**src/rtl/kettle_arbiter.sv**
```systemverilog
// Round-robin arbiter for the shared heater/pump across four kettles.
// Enforces minimum/maximum tenure, a cooldown gap, and sticky timeout faults.
module kettle_arbiter #(
    parameter int MIN_HOLD = 4,
    parameter int MAX_HOLD = 32,
    parameter int COOLDOWN = 2
) (
    input  logic       clk,
    input  logic       reset,
    input  logic [3:0] req,
    output logic [3:0] grant,
    output logic [1:0] owner,
    output logic       busy,
    output logic       timeout,
    output logic [3:0] fault
);

    localparam int CW = $clog2(MAX_HOLD + 1);
    localparam int KW = $clog2(COOLDOWN + 2);

    typedef enum logic [1:0] {
        IDLE,
        GRANT,
        COOL
    } state_t;

    state_t        state;
    logic [1:0]    ptr;
    logic [CW-1:0] count;
    logic [KW-1:0] cool;
    logic [1:0]    pick;
    logic [1:0]    cand;
    logic          at_max;
    logic          owner_req;
    logic          release_now;

    // Walk from lowest to highest priority so the nearest requester after ptr wins.
    always_comb begin
        pick = ptr;
        cand = ptr;
        for (int i = 4; i >= 1; i--) begin
            cand = ptr + 2'(i);
            if (req[cand]) pick = cand;
        end
    end

    assign at_max      = (count == CW'(MAX_HOLD));
    assign owner_req   = req[owner];
    assign release_now = (!owner_req && count >= CW'(MIN_HOLD)) || at_max;

    always_ff @(posedge clk) begin
        if (reset) begin
            state   <= IDLE;
            grant   <= 4'b0000;
            owner   <= 2'd0;
            busy    <= 1'b0;
            timeout <= 1'b0;
            fault   <= 4'b0000;
            count   <= '0;
            cool    <= '0;
            ptr     <= 2'd3;
        end else begin
            timeout <= 1'b0;
            unique case (state)
                IDLE: begin
                    if (|req) begin
                        state <= GRANT;
                        grant <= 4'b0001 << pick;
                        owner <= pick;
                        busy  <= 1'b1;
                        ptr   <= pick;
                        count <= CW'(1);
                    end
                end
                GRANT: begin
                    if (release_now) begin
                        grant <= 4'b0000;
                        busy  <= 1'b0;
                        count <= '0;
                        if (at_max && owner_req) begin
                            timeout      <= 1'b1;
                            fault[owner] <= 1'b1;
                        end
                        if (COOLDOWN == 0) begin
                            state <= IDLE;
                        end else begin
                            state <= COOL;
                            cool  <= KW'(1);
                        end
                    end else begin
                        count <= count + CW'(1);
                    end
                end
                COOL: begin
                    if (cool >= KW'(COOLDOWN)) begin
                        state <= IDLE;
                        cool  <= '0;
                    end else begin
                        cool <= cool + KW'(1);
                    end
                end
                default: state <= IDLE;
            endcase
        end
    end

endmodule

```
**config.mk**
```make
export PLATFORM = sky130hd
export DESIGN_NAME = kettle_arbiter
export DESIGN_NICKNAME = d
export VERILOG_FILES = /design/src/rtl/kettle_arbiter.sv
export SDC_FILE = /design/constraint.sdc
export NUM_CORES = 1
export LEC_CHECK = 0
export BUFFER_PORTS_ARGS = -buffer_cell sky130_fd_sc_hd__buf_2
export CAP_MARGIN = 10
export CORE_AREA = 3 3 55 57
export CTS_BUF_LIST = sky130_fd_sc_hd__clkbuf_8
export CTS_CLUSTER_SIZE = 24
export DETAILED_ROUTE_END_ITERATION = 8
export DIE_AREA = 0 0 58 60
export PLACE_DENSITY_LB_ADDON = 0.05
export SETUP_SLACK_MARGIN = 0.5
export SYNTH_ARGS = -nofsm -noshare
export SYNTH_HDL_FRONTEND = slang
export SYNTH_SLANG_ARGS = --single-unit
```
**constraint.sdc**
```tcl
create_clock -name clk -period 2.43 [get_ports clk]
set_clock_uncertainty 0.05 [all_clocks]
set_input_delay 0.1215 -clock clk [delete_from_list [all_inputs] [get_ports clk]]
set_output_delay 0.1215 -clock clk [all_outputs]
set_load 0.02 [all_outputs]
```
Word-level counts from Yosys, hierarchy flattened
Index checks and enable logic that the tools add are counted.

Bitwise logic cells: 3. Mux-type cells: 30. $lt $le $gt $ge: 7. Eq/ne operators: 6. Shift operators: 1. Add/subtract/negate cells: 5. Reduce and logical (&&, ||, !) cells: 16.

Operators with widths (number): 2-bit two-way mux (8); 2-bit by 3-bit < comparator with 1-bit output, second input constant (4); 6-bit two-way mux (2); 6-bit case mux with 2 select lines (1); 3-bit AND reduction (3); 1-bit binary-select mux with 2-bit select (4); 1-bit two-way mux (8); 4-bit two-way mux (2); 4-bit case mux with 2 select lines (1); 6-bit by 1-bit adder with 6-bit output, second input constant (1); 6-bit == test, second input constant (1); 6-bit by 3-bit >= comparator with 1-bit output, second input constant (1); 2-bit != test, second input constant (3); 2-bit case mux with 3 select lines (1); 2-bit AND reduction (3); 2-bit by 1-bit adder with 2-bit output, second input constant (2); 2-bit adder, second input constant (2); 4-bit OR (1); 2-bit case mux with 2 select lines (1); 2-bit nonzero test (2); 4-bit OR reduction (1); 1-bit by 2-bit << shifter with 4-bit output, first input constant (1); 1-bit logical AND (3); 3-bit OR reduction (1); 10 further kinds (11).

Output and inout bits: 12. Word-level logic and storage cells: 77. Register bits: 24. Bits of input ports: 6.

Depth between registers and ports, before layout
Word-level depth: 9. Gate-level depth with buffers: 7. Gate-level depth less buffers: 6.

Worst setup path after synthesis
No wires, ideal clock.

Path kind: reg2reg. Start point: reg owner[0]. End point: reg grant[0]. Buffers on the path: 0. Clock period less this slack: 1856 ps. Arrival: 1689 ps. Stages on the path, launching flop included: 5. Slack: 574 ps. Path through: dfxtp_1 mux4_2 a211oi_4 nor3_2 a32o_1.

Longest elaborated chain between the ends: 7.

RTL lines: start, declared (RTL line 12) `output logic [1:0] owner,`; start signal, assigned (RTL line 69) `owner <= pick;`; 1-bit binary-select mux with 2-bit select (RTL line 48) `assign owner_req = req[owner];`; 1-bit two-way mux (implied by the code) (RTL line 48); 1-bit zero test (RTL line 49) `assign release_now = (!owner_req && count >= CW'(MIN_HOLD)) || at_max;`; 1-bit logical AND (RTL line 49); 1-bit logical OR (RTL line 49); 2-bit != test (no line); 3-bit AND reduction (no line); end signal, assigned (RTL line 68) `grant <= 4'b0001 << pick;`; end, declared (RTL line 11) `output logic [3:0] grant,`.

No other way between the ends. The select of a mux whose other input is x is not followed. A chain may end at the register's enable or synchronous reset.

Final worst setup path
Start point: reg count[0]. End point: reg grant[2].

Longest elaborated chain between the ends: 5. Elaborated cells on any way between the ends: 6. Classes of those cells: order compare (1); eq/ne (2); reduce/logical (3).

RTL lines: start, declared (RTL line 29) `logic [CW-1:0] count;`; start signal, assigned (RTL line 91) `count <= count + CW'(1);`; 6-bit by 3-bit >= comparator with 1-bit output (RTL line 49); 1-bit logical AND (RTL line 49); 1-bit logical OR (*) (RTL line 49); 2-bit != test (no line) (*); 3-bit AND reduction (no line) (*).

Mark *: on every way between the ends. The rest lies on a longest branch, timed or not.

==> impl_metrics.json <==
{
  "outcome": "finished clean",
  "hold_slack_ns": 0.204,
  "grt_usage_pct": 16.1,
  "synth_sequential_area_ratio_pct": 41.9,
  "synth_xor_xnor_area_share_pct": 1.53,
  "pwr_dens_mw_per_mm2": 721,
  "regArea_um2": 488,
  "holdCritPathClass": "input pin to flip-flop",
  "mostFrequentLayoutCells": "dfxtp_1 (22), buf_2 (17), nor2_1 (12)",
  "boundaryPins": 18,
  "mappedNetlistArea_mm2": 0.00115,
  "antenna_found_initial": 0,
  "placementRows": 18,
  "worst_slew_pin_slew_ns": 0.687,
  "worst_case_headroom_to_the_max_slew_limit_pct": 53.8,
  "share_of_the_synthesized_area_in_compound_gates_ao_oa_aoi_oai_pct": 20.7,
  "drt-initial-drc-count": 24,
  "finish.cell_count_without_fillers": 177,
  "cts-root-to-sink-buffers": 2,
  "setup_repair_after_global_routing_missed_its_margin": "yes",
  "design.final.nets": 156,
  "multi_input_comb_area_um2": 624,
  "grt_pass1_vias": 991,
  "synth_edf_count": 0,
  "detailed_placement_hpwl_um": 1860,
  "count_of_endpoints_failing_setup_in_the_final_report": 0,
  "port_buffer_cells": 17,
  "design.die.area_mm2": 0.00348,
  "syn-mean-instance-area_um2": 9.18,
  "adder_cell_fraction_of_synth_area_pct": 2.18,
  "final.fill_count": 254,
  "drv_cap": 0,
  "synth_fp_nets": 133,
  "timing.critical_path.to_type": "flip-flop",
  "post_synth_arst_share_pct": 0,
  "post_synthesis_simple_gate_area_fraction_pct": 26.3,
  "die-height_um": 60,
  "postRouteAntennaNets": 0,
  "finalMaxSlewViolations": 0,
  "routed_length_per_instance_um": 14.6,
  "grt_first_pass_wirelength_um": 4320,
  "synth-main-ff-cell": "dfxtp_1",
  "timing.fmax_mhz": 528,
  "drt_first_pass_iters": 4,
  "fp.dieW_um": 58,
  "timing.critical_path.from_type": "flip-flop",
  "floorplan.initialDensity_pct": 45.5,
  "final_hold_viol_count": 0,
  "cts_num_sinks": 24,
  "postLayoutCellArea_mm2": 0.00137,
  "drt-total-wl_um": 2580,
  "place_inst": 168,
  "worst_path_class_setup": "flip-flop to flip-flop",
  "viasPerCell": 5.73,
  "cp_data_arrival_time_ns": 2.00,
  "num_vias": 1015,
  "finalCritPeriodShare_pct": 77.9,
  "largest_net_degree_at_the_start_of_global_routing": 19,
  "grt.overflow.total": 0,
  "synth_warnings": 0,
  "synth.lib_cells_used.distinct": 38,
  "htree_num_levels": 1,
  "fraction_of_final_layout_cells_sized_beyond_drive_strength_1_pct": 27.2,
  "placed_area_mm2": 0.00126,
  "largest_family_of_logic_cells_by_synthesized_area": "simple AND/OR/NAND/NOR gates",
  "worstPathMaxFanout": 6,
  "report.power.total_mw": 0.986,
  "p_leak_nw": 0.567,
  "flop_and_latch_count_out_of_synthesis": 24,
  "tritoncts.num_buffers": 3,
  "synth_cells": 125,
  "clk_latency_ns": 0.26,
  "core-area_mm2": 0.00252,
  "power.ir.vdd_worst_mv": 0.423,
  "timing.critical_path.required_ns": 2.54,
  "layout.cells.most_common": "dfxtp_1",
  "clkTransAtPathRegs_ns": 0.08,
  "number_of_drc_violations_after_detailed_routing": 0,
  "muxShareOfSynthArea_pct": 2.84,
  "fin_tns_setup_ns": 0,
  "clock_tree_from_tritoncts": "yes",
  "timing.final.crit_period_ns": 1.89,
  "n_antenna_cell": 0,
  "ctsRootBufferMaster": "clkbuf_8",
  "finalWeightedCongestion": 0.698,
  "layout-area-overhead-vs-synth_pct": 19.3
}
[sequential cells by signal (all words and copies together) (netlist names)]
signal / cells
owner: 2
count: 6
cool: 2
ptr: 2
timeout: 1
busy: 1
grant: 4
fault: 4
state: 2
[worst paths after layout]
| kind | start | to | slack [ns] | cells past startpoint |
|---|---|---|---|---|
| max | count[0] | grant[2] | 0.54 | 6 |
| max reg2reg | count[0] | grant[2] | 0.54 | 6 |
| min reg2reg | fault[2] | fault[2] | 0.42 | 1 |
| min | reset | cool[0] | 0.20 | 2 |
[critical path, stage by stage (launching register included)]
cell and delay (ns):
dfxtp_4 0.35, inv_2 0.05, ha_1 0.12, or4b_4 0.53, a211oi_4 0.39, nor3_4 0.08, a32o_1 0.22
[metal layers]
metal	wire length (um)	track usage, %	share of wire [%]	vias up
met5	0	0	0	-
met4	50	9.60	1.9	0
met3	94	3.02	3.6	7
met2	1230	26.3	48	23
met1	1210	19.8	47	480
li1	-	-	-	505
[per-stage QoR]
stage / utilization (%) / setup slack [ns]
after floorplan: - / 0.574
final: 54.3 / 0.537
after CTS: 52.5 / 0.525
after global routing: 54.3 / 0.466
after detailed placement: 49.9 / 0.395
after global placement: 49.9 / 0.431
[cell usage after synthesis (3+ instances only)]
master	instances	area, um^2
a21oi_1	5	25.0
a211oi_1	4	30.0
dfxtp_1	24	480
buf_2	3	15.0
nand2_1	5	18.8
a32o_1	8	80.1
nand3_1	7	35.0
o21ai_0	3	15.0
a21o_1	3	22.5
nor2_1	12	45.0
nor3_1	5	25.0
clkbuf_1	3	11.3
nand2b_1	3	18.8
inv_1	7	26.3
[cell type report]
cell class / count / share of cell area [%]
inverters: 7 / 1.92
repair buffers: 24 / 10.1
clock buffers: 4 / 4.02
flip-flops and latches: 24 / 35.6
multi-input cells: 88 / 45.6
well taps: 30 / 2.74
[cell families (layout without fill, tap and decap cells)]
logic type | count (synthesis) | in the layout
adders and majority gates | 2 | 2
buffers and inverters | 13 | 35
muxes | 2 | 2
DFF | 24 | 24
and+or+nand+nor | 52 | 52
xor gates and xnor gates | 2 | 2
AOI/OAI and AO/OA | 30 | 30
[power by group]
part           total, mW  switching, mW  leakage (nW)  internal (mW)
logic              0.257          0.153         0.341          0.104
clock network      0.268          0.124        0.0288          0.144
registers          0.461         0.0346         0.197          0.427
total              0.986          0.311         0.567          0.675
[what timing repair did]
item                                    CTS  global route
buffers inserted                          1             4
resized for setup                         1             7
endpoints found under the setup margin    9             8
hold buffers                              0             0
pin swaps                                 1             3
Power figures use the tool's default switching activity.
